===== src/rtl/hls_run_pkg.sv =====
// hls_run_pkg: command/status encodings, FSM states and access size shared by the run sequencer.
package hls_run_pkg;
   localparam logic [1:0] OP_WRITE = 2'd0;
   localparam logic [1:0] OP_READ  = 2'd1;
   localparam logic [1:0] OP_RUN   = 2'd2;
   localparam logic [1:0] OP_RSVD  = 2'd3;

   localparam logic [1:0] ST_OK       = 2'd0;
   localparam logic [1:0] ST_MEM_TO   = 2'd1;
   localparam logic [1:0] ST_RUN_TO   = 2'd2;
   localparam logic [1:0] ST_BAD_OP   = 2'd3;

   localparam logic [3:0] SIZE_BYTE = 4'd8;

   typedef enum logic [2:0] {
      S_IDLE, S_MEM_REQ, S_MEM_WAIT, S_START, S_RUN, S_RESP
   } state_e;
endpackage


===== src/rtl/hls_cycle_counter.sv =====
// hls_cycle_counter: saturating cycle counter with clear, load-one and increment.
module hls_cycle_counter #(
   parameter int CNT_W = 32
) (
   input  logic             clock,
   input  logic             reset,
   input  logic             clr_i,
   input  logic             load1_i,
   input  logic             inc_i,
   output logic [CNT_W-1:0] cnt_o,
   output logic [CNT_W-1:0] cnt_inc_o
);
   logic [CNT_W-1:0] cnt_q, cnt_d;

   // Sticks at all-ones rather than wrapping back to zero.
   assign cnt_inc_o = &cnt_q ? cnt_q : cnt_q + CNT_W'(1);
   assign cnt_o     = cnt_q;

   always_comb cnt_d = clr_i ? '0 : load1_i ? CNT_W'(1) : inc_i ? cnt_inc_o : cnt_q;

   always_ff @(posedge clock or negedge reset)
      if (!reset) cnt_q <= '0;
      else        cnt_q <= cnt_d;
endmodule


===== src/rtl/hls_run_sequencer.sv =====
// hls_run_sequencer: byte access to slave channel 0 and timed accelerator runs behind a cmd/rsp handshake.
// Define HLS_RUN_TIMEOUT_EN to abort runs that reach RUN_TIMEOUT cycles.
module hls_run_sequencer
   import hls_run_pkg::*;
#(
   parameter int CH_ADDR_W   = 7,
   parameter int CH_DATA_W   = 8,
   parameter int CNT_W       = 32,
   parameter int RUN_TIMEOUT = 200000000,
   parameter int MEM_TIMEOUT = 256
) (
   input  logic                   clock,
   input  logic                   reset,
   input  logic                   cmd_valid,
   output logic                   cmd_ready,
   input  logic [1:0]             cmd_op,
   input  logic [CH_ADDR_W-1:0]   cmd_addr,
   input  logic [CH_DATA_W-1:0]   cmd_wdata,
   output logic                   rsp_valid,
   input  logic                   rsp_ready,
   output logic [CH_DATA_W-1:0]   rsp_rdata,
   output logic [1:0]             rsp_status,
   output logic [CNT_W-1:0]       run_cycles,
   output logic                   busy,
   output logic                   start_port,
   input  logic                   done_port,
   output logic [1:0]             S_oe_ram,
   output logic [1:0]             S_we_ram,
   output logic [2*CH_ADDR_W-1:0] S_addr_ram,
   output logic [2*CH_DATA_W-1:0] S_Wdata_ram,
   output logic [7:0]             S_data_ram_size,
   input  logic [2*CH_DATA_W-1:0] Sout_Rdata_ram,
   input  logic [1:0]             Sout_DataRdy
);
`ifdef HLS_RUN_TIMEOUT_EN
   localparam bit RUN_TO_EN = 1'b1;
`else
   localparam bit RUN_TO_EN = 1'b0;
`endif
   localparam logic [CNT_W-1:0] RUN_LIM = CNT_W'(RUN_TIMEOUT - 1);
   localparam logic [CNT_W-1:0] MEM_LIM = CNT_W'(MEM_TIMEOUT - 1);

   state_e                 state_q, state_d;
   logic [1:0]             op_q, op_d, status_q, status_d;
   logic [CH_ADDR_W-1:0]   addr_q, addr_d, addr0;
   logic [CH_DATA_W-1:0]   wdata_q, wdata_d, rdata_q, rdata_d, wdata0;
   logic [CNT_W-1:0]       runc_q, runc_d, cnt, cnt_inc;
   logic                   mem_req, run_to, unused_ok;

   hls_cycle_counter #(.CNT_W(CNT_W)) u_cnt (
      .clock     (clock),
      .reset     (reset),
      .clr_i     (state_q == S_MEM_REQ),
      .load1_i   (state_q == S_START),
      .inc_i     (state_q == S_RUN || state_q == S_MEM_WAIT),
      .cnt_o     (cnt),
      .cnt_inc_o (cnt_inc)
   );

   // cnt is k in the k-th RUN cycle, so the elapsed run length including START is cnt+1.
   assign run_to  = RUN_TO_EN && (cnt >= RUN_LIM);
   assign mem_req = state_q == S_MEM_REQ;

   always_comb begin
      state_d  = state_q;
      op_d     = op_q;
      addr_d   = addr_q;
      wdata_d  = wdata_q;
      rdata_d  = rdata_q;
      status_d = status_q;
      runc_d   = runc_q;
      case (state_q)
         S_IDLE:
            if (cmd_valid) begin
               op_d     = cmd_op;
               addr_d   = cmd_addr;
               wdata_d  = cmd_wdata;
               rdata_d  = '0;
               status_d = (cmd_op == OP_RSVD) ? ST_BAD_OP : ST_OK;
               state_d  = (cmd_op == OP_RUN) ? S_START : (cmd_op == OP_RSVD) ? S_RESP : S_MEM_REQ;
            end
         S_MEM_REQ, S_MEM_WAIT:
            if (Sout_DataRdy[0]) begin
               state_d = S_RESP;
               rdata_d = (op_q == OP_READ) ? Sout_Rdata_ram[CH_DATA_W-1:0] : '0;
            end else if (state_q == S_MEM_WAIT && cnt == MEM_LIM) begin
               state_d  = S_RESP;
               status_d = ST_MEM_TO;
            end else begin
               state_d = S_MEM_WAIT;
            end
         S_START: state_d = S_RUN;
         S_RUN:
            if (done_port) begin
               state_d = S_RESP;
               runc_d  = cnt_inc;
            end else if (run_to) begin
               state_d  = S_RESP;
               status_d = ST_RUN_TO;
               runc_d   = CNT_W'(RUN_TIMEOUT);
            end
         S_RESP: state_d = rsp_ready ? S_IDLE : S_RESP;
         default: state_d = S_IDLE;
      endcase
   end

   always_ff @(posedge clock or negedge reset)
      if (!reset) begin
         state_q  <= S_IDLE;
         op_q     <= '0;
         addr_q   <= '0;
         wdata_q  <= '0;
         rdata_q  <= '0;
         status_q <= '0;
         runc_q   <= '0;
      end else begin
         state_q  <= state_d;
         op_q     <= op_d;
         addr_q   <= addr_d;
         wdata_q  <= wdata_d;
         rdata_q  <= rdata_d;
         status_q <= status_d;
         runc_q   <= runc_d;
      end

   assign addr0           = mem_req ? addr_q : '0;
   assign wdata0          = mem_req ? wdata_q : '0;
   assign cmd_ready       = state_q == S_IDLE;
   assign busy            = state_q != S_IDLE;
   assign start_port      = state_q == S_START;
   assign rsp_valid       = state_q == S_RESP;
   assign rsp_rdata       = rsp_valid ? rdata_q : '0;
   assign rsp_status      = rsp_valid ? status_q : '0;
   assign run_cycles      = runc_q;
   assign S_we_ram        = {1'b0, mem_req && op_q == OP_WRITE};
   assign S_oe_ram        = {1'b0, mem_req && op_q == OP_READ};
   assign S_addr_ram      = {{CH_ADDR_W{1'b0}}, addr0};
   assign S_Wdata_ram     = {{CH_DATA_W{1'b0}}, wdata0};
   assign S_data_ram_size = {4'd0, mem_req ? SIZE_BYTE : 4'd0};
   assign unused_ok       = ^{Sout_Rdata_ram[2*CH_DATA_W-1:CH_DATA_W], Sout_DataRdy[1]};
endmodule


===== config.mk =====
export PLATFORM = sky130hd
export DESIGN_NAME = hls_run_sequencer
export DESIGN_NICKNAME = d
export VERILOG_FILES = /design/src/rtl/hls_run_pkg.sv /design/src/rtl/hls_cycle_counter.sv /design/src/rtl/hls_run_sequencer.sv
export SDC_FILE = /design/constraint.sdc
export NUM_CORES = 1
export LEC_CHECK = 0
export CAP_MARGIN = 0
export CORE_ASPECT_RATIO = 0.9
export CORE_MARGIN = 4
export CORE_UTILIZATION = 35
export DETAILED_ROUTE_END_ITERATION = 6
export SKIP_LAST_GASP = 1
export SYNTH_ARGS = -nofsm -noshare
export SYNTH_HDL_FRONTEND = slang
export SYNTH_SLANG_ARGS = --single-unit
export TNS_END_PERCENT = 5

===== constraint.sdc =====
create_clock -name clock -period 2 [get_ports clock]
set_input_delay 0.2 -clock clock [delete_from_list [all_inputs] [get_ports clock]]
set_output_delay 0.2 -clock clock [all_outputs]
set_load 0.01 [all_outputs]

After elaboration in Yosys (flattened, before gate mapping):

Index checks and enable logic that the tools add are counted.
W data, S select, Z words.

* $add $sub $neg: 1
* equality and inequality tests: 14
* muxes and demuxes: 26
* reduce and logical (&&, ||, !) cells: 16

Operators with widths (count)
* $mux W32: 4
* $mux W8: 5
* $add A32 B1 Y32 const B: 1
* $eq A32 B8 Y1 const B: 1
* $reduce_and A32 Y1: 1
* $mux W3: 7
* $pmux W8 S2: 1
* $pmux W3 S5: 1
* $mux W2: 5
* $ne A2 B2 Y1 const B: 5
* $mux W7: 1
* $eq A3 B2 Y1 const B: 2
* $eq A3 B3 Y1 const B: 2
* $reduce_and A2 Y1: 3
* $reduce_bool A3 Y1: 2
* $eq A2 B2 Y1 const B: 2
* $mux W4: 1
* $pmux W2 S2: 1
* $reduce_and A4 Y1: 1
* $eq A3 B1 Y1 const B: 1
* $logic_and A1 B1 Y1: 3
* $logic_not A3 Y1: 1
* $reduce_and A3 Y1: 1
* $eq A2 B1 Y1 const B: 1
* other kinds (4): 4

* flip-flop bits (word level): 94
* input bits: 40
* output and inout bits: 88
* word-level logic and storage cells: 65

Longest topological paths before layout:

* depth in word-level cells: 5
* mapped depth: 9
* depth with buffers taken out: 6

Hierarchy:

A second synthesis with hierarchy kept.

* cell total of the unflattened synthesis: 553
* area, all modules: 5551.6 um2

Modules (own cells, without submodules)
* hls_run_sequencer: times used 1, cells an instance 268, area an instance 3194.3 um2, sequential area each 1551.5 um2
* hls_cycle_counter: times used 1, cells an instance 285, area an instance 2357.3 um2, sequential area each 800.8 um2

Worst setup path after synthesis:

Ideal clock, no wire load.

* kind: reg-to-reg
* start: register state_q[0]
* end: register addr_q[2]
* library setup time: 0.125 ns
* arrival: 2.095 ns
* data required time: 1.875 ns
* slack: -0.220 ns
* cell stages (with the launch flop): 9
* period minus slack after synthesis: 2.220 ns
* cell sequence: dfrtp_1 -> clkbuf_1 -> or3_1 -> clkbuf_1 -> inv_1 -> and2_1 -> clkbuf_1 -> clkbuf_1 -> mux2_2

* word-level cells in the longest chain between the ends: 2

RTL lines
* start: declaration: line hls_run_sequencer.sv:43 `state_e state_q, state_d;`
* start signal: assignment: line hls_run_sequencer.sv:117 `state_q <= state_d;`
* $logic_not A3 Y1
* via cmd_ready: line hls_run_sequencer.sv:15 `output logic cmd_ready,`
* $reduce_and A2 Y1 (no source line)
* end signal: assignment: line hls_run_sequencer.sv:119 `addr_q <= addr_d;`
* end: declaration: line hls_run_sequencer.sv:45 `logic [CH_ADDR_W-1:0] addr_q, addr_d, addr0;`

The timed path passes the listed nets, and every way through them passes these cells.
A chain may end at the register's enable or synchronous reset.

Worst setup path in the final report:

* start: register state_q[0]
* end: output cmd_ready

* word-level cells in the longest chain between the ends: 1

RTL lines
* $logic_not A3 Y1: line hls_run_sequencer.sv:128 `assign cmd_ready = state_q == S_IDLE;`
* end: declaration: line hls_run_sequencer.sv:15

No other way between the ends.

==> impl_metrics.ini <==
[setup_path]
critPathKind = reg -> out
reg2reg_from = u_cnt.cnt_o[0]
reg2reg_to = u_cnt.cnt_o[3]
rr_worst_depth = 8
end_kind = output pin
start_kind = register
arrival_ns = 1.96
required_ns = 1.80
rrSetupSlack_ns = -0.10
critical_path_peak_fanout = 9

[routing]
drtIter0Drc = 404
dr.pass1.iters = 5
num_vias = 5206
drc = 0
viasPerCell = 5.34
wl_um = 16400
ant_nets = 0
routedWlPerCell_um = 16.8

[timing]
tightest_slew_ns = 0.510
rsz0062_at_grt = true
finalCritPeriodShare_pct = 108
max_freq_mhz = 463
finalHoldViolCount = 0
maxSlewViolCount = 0
relSlewSlack_pct = 66.0
fin_crit_ns = 2.16
layout_setup_ws_ns = -0.158
fin_skew_ns = 0.00623
setup_viol = 54

[cells_and_area]
nNetsFinal = 810
area_growth_pct = 37.4
n_fill_cell = 1408
fin_util_pct = 49.3
antenna_cells = 0
layout-drive-gt1-share_pct = 20.2

[floorplanning]
die_y_um = 127
coreArea_mm2 = 0.0154
design.die.area_mm2 = 0.0179
dieWidth_um = 141
initial_core_util_pct = 35.9
pin_count = 128
fp-row-count = 43

[clocking]
tritoncts = yes
clk_pin_slew_ns = 0.07
htree_levels = 3
clk_latency_ns = 0.35
cts_root_buf = clkbuf_16
cts_sinks = 94
clock_path_buffers = 2
cts-buffers-inserted = 9

[run]
drv_cap = 0

[min_path]
min_from = Sout_Rdata_ram[1]
whs_path_depth = 3
holdPathEnd = rdata_q[1]
hold_path_class = in -> reg

[synth]
ys_async_sr_fraction_pct = 100
yosysSeqAreaShare_pct = 42.5
yosysWarnings = 0
synth-main-ff-cell = dfrtp_1
synth_area_mm2 = 0.00554
avgSynthCellArea_um2 = 9.04
synth_cells = 613
yosys_register_bits = 94
synth_edf_count = 0
synth_cell_types = 57

[global_routing]
grt_pass1_vias = 5209
grt_max_degree = 95
grt_use_total_pct = 18.7
antenna_found_initial = 0
grt_overflow = 0
grt_pass1_wl_um = 27200

[place]
dpl.hpwl_um = 11900
gp_congestion = 0.903
place_ws_ns = -0.195
port_buffers = 94

[run_status]
violations = negative setup slack
outcome = complete, but fails checks

[pwr]
powerDensity_mw_per_mm2 = 1010
power.static_leakage_uw = 0.00333
vdd_drop_max_mv = 0.581
## worst max-delay path by stage
stage | start | to | slack (ns) | cells past startpoint
finish | state_q[0] | cmd_ready | -0.16 | 4
global route | state_q[0] | S_addr_ram[5] | -0.27 | 6
CTS | state_q[0] | S_addr_ram[6] | -0.17 | 6
detailed placement | u_cnt.cnt_o[4] | run_cycles[27] | -0.20 | 5
global placement | u_cnt.cnt_o[4] | run_cycles[27] | -0.15 | 5
floorplan | u_cnt.cnt_o[4] | run_cycles[27] | -0.11 | 7
## state kept, by name, summed over array words and instances (netlist names)
| signal | cells |
|---|---|
| wdata_q | 8 |
| u_cnt.cnt_o | 32 |
| rdata_q | 8 |
| addr_q | 7 |
| op_q | 2 |
| state_q | 3 |
| run_cycles | 32 |
| status_q | 2 |
## through the flow
step / area (µm²) / total power [µW] / setup TNS, ns / instances / hold WS [ns]
global route: 7610 / 8240 / -13.85 / 975 / 0.402
finish: 7610 / 7710 / -4.55 / 975 / 0.402
CTS: 7600 / 7780 / -5.70 / 975 / 0.397
detailed placement: 7260 / 6090 / -2.88 / 954 / 0.307
floorplan: 5680 / 4440 / -0.919 / 636 / -0.0956
global placement: 7260 / 6010 / -0.907 / 954 / 0.298
## cell type report
| class | instances | area, µm² | share of cell area (%) |
|---|---|---|---|
| flip-flops and latches | 94 | 2360 | 31.0 |
| clock inverters | 3 | 21.3 | 0.279 |
| multi-input cells | 442 | 2800 | 36.8 |
| repair buffers | 203 | 1870 | 24.5 |
| well taps | 202 | 253 | 3.32 |
| clock buffers | 12 | 246 | 3.24 |
| inverters | 19 | 71.3 | 0.937 |
## repair_timing
action                                  4_1_cts  5_1_grt
hold buffers                                  1        0
gates resized for setup                       5        4
endpoints found under the setup margin       79       92
endpoints found under the hold margin        94        0
setup buffers                                 5        0
pin swaps                                     3        0
## logic make-up (layout without fill, tap and decap cells)
group | Yosys count | count (layout) | synth area share [%]
AO/OA/AOI/OAI | 139 | 139 | 17.1
XOR/XNOR | 14 | 14 | 2.21
adder cells (fa/ha/maj) | 1 | 1 | 0.226
buffers and inverters | 100 | 237 | 8.90
flip-flops | 94 | 94 | 42.5
multiplexers | 27 | 27 | 5.29
other | 1 | 24 | 0.0677
AND/OR/NAND/NOR | 237 | 237 | 23.7
## routing by layer
metal  vias up  wire [µm]  track usage [%]
met4         0        266             4.96
met3        17        702             3.44
met5         -          0                0
met1      2569       7720             25.7
met2       117       7720             30.5
li1       2503          -                -
## cells in the final DEF (no fill, tap or decap), types with 3 or more instances in the layout
cell,n
buf_4,101
dfrtp_1,90
clkdlybuf4s50_1,89
nand2_1,62
o21ai_0,39
a31oi_1,33
nand3_1,32
nor2_1,26
conb_1,24
and2_1,21
inv_1,19
and3_1,19
mux2_2,18
or4_1,17
xnor2_1,14
a21oi_1,14
o211ai_1,13
nand4_1,12
nor4_1,10
mux2i_1,9
clkbuf_16,9
nor3_1,8
buf_12,8
o31ai_1,7
or3_1,6
a41oi_1,6
and4_1,5
nand2b_1,4
dfrtp_2,4
o311ai_0,3
dlymetal6s2s_1,3
## critical path: stages (launching register included)
cell and delay [ns]:
dfrtp_1 0.40, buf_4 0.18, or3_1 0.40, inv_1 0.09, clkdlybuf4s50_1 0.55
## Yosys cell counts (2+ instances only)
cell | count | share of area [%]
a21boi_0 | 2 | 0.27
nor2_1 | 26 | 1.8
nor3_1 | 8 | 0.72
a32oi_1 | 2 | 0.32
xnor2_1 | 14 | 2.2
o211ai_1 | 13 | 1.8
a21oi_1 | 15 | 1.4
dfrtp_1 | 94 | 42
buf_4 | 25 | 3.4
mux2_2 | 18 | 3.7
clkbuf_1 | 41 | 2.8
o31ai_1 | 7 | 0.95
nand4_1 | 12 | 1.4
a32o_1 | 2 | 0.36
nand2_1 | 62 | 4.2
nand3_1 | 33 | 3.0
nand2b_1 | 4 | 0.45
nand4_4 | 2 | 0.77
and2_1 | 21 | 2.4
nor4_1 | 10 | 1.1
o21ai_0 | 39 | 3.5
inv_1 | 19 | 1.3
a31oi_1 | 33 | 3.7
and3_1 | 19 | 2.1
a311o_1 | 2 | 0.36
buf_2 | 13 | 1.2
a2111oi_4 | 2 | 0.99
o311ai_0 | 3 | 0.47
and4_1 | 5 | 0.79
a41oi_1 | 6 | 0.95
mux2i_1 | 9 | 1.6
nor4b_1 | 2 | 0.32
or3_1 | 7 | 0.79
or4_1 | 18 | 2.4
a221o_1 | 2 | 0.36
o22ai_1 | 2 | 0.23
## power by group
group,switching (µW),internal (µW)
registers,234,2290
logic,1890,1690
clock network,738,872
total,2860,4850
No activity file was read; power rests on OpenSTA's default activity.
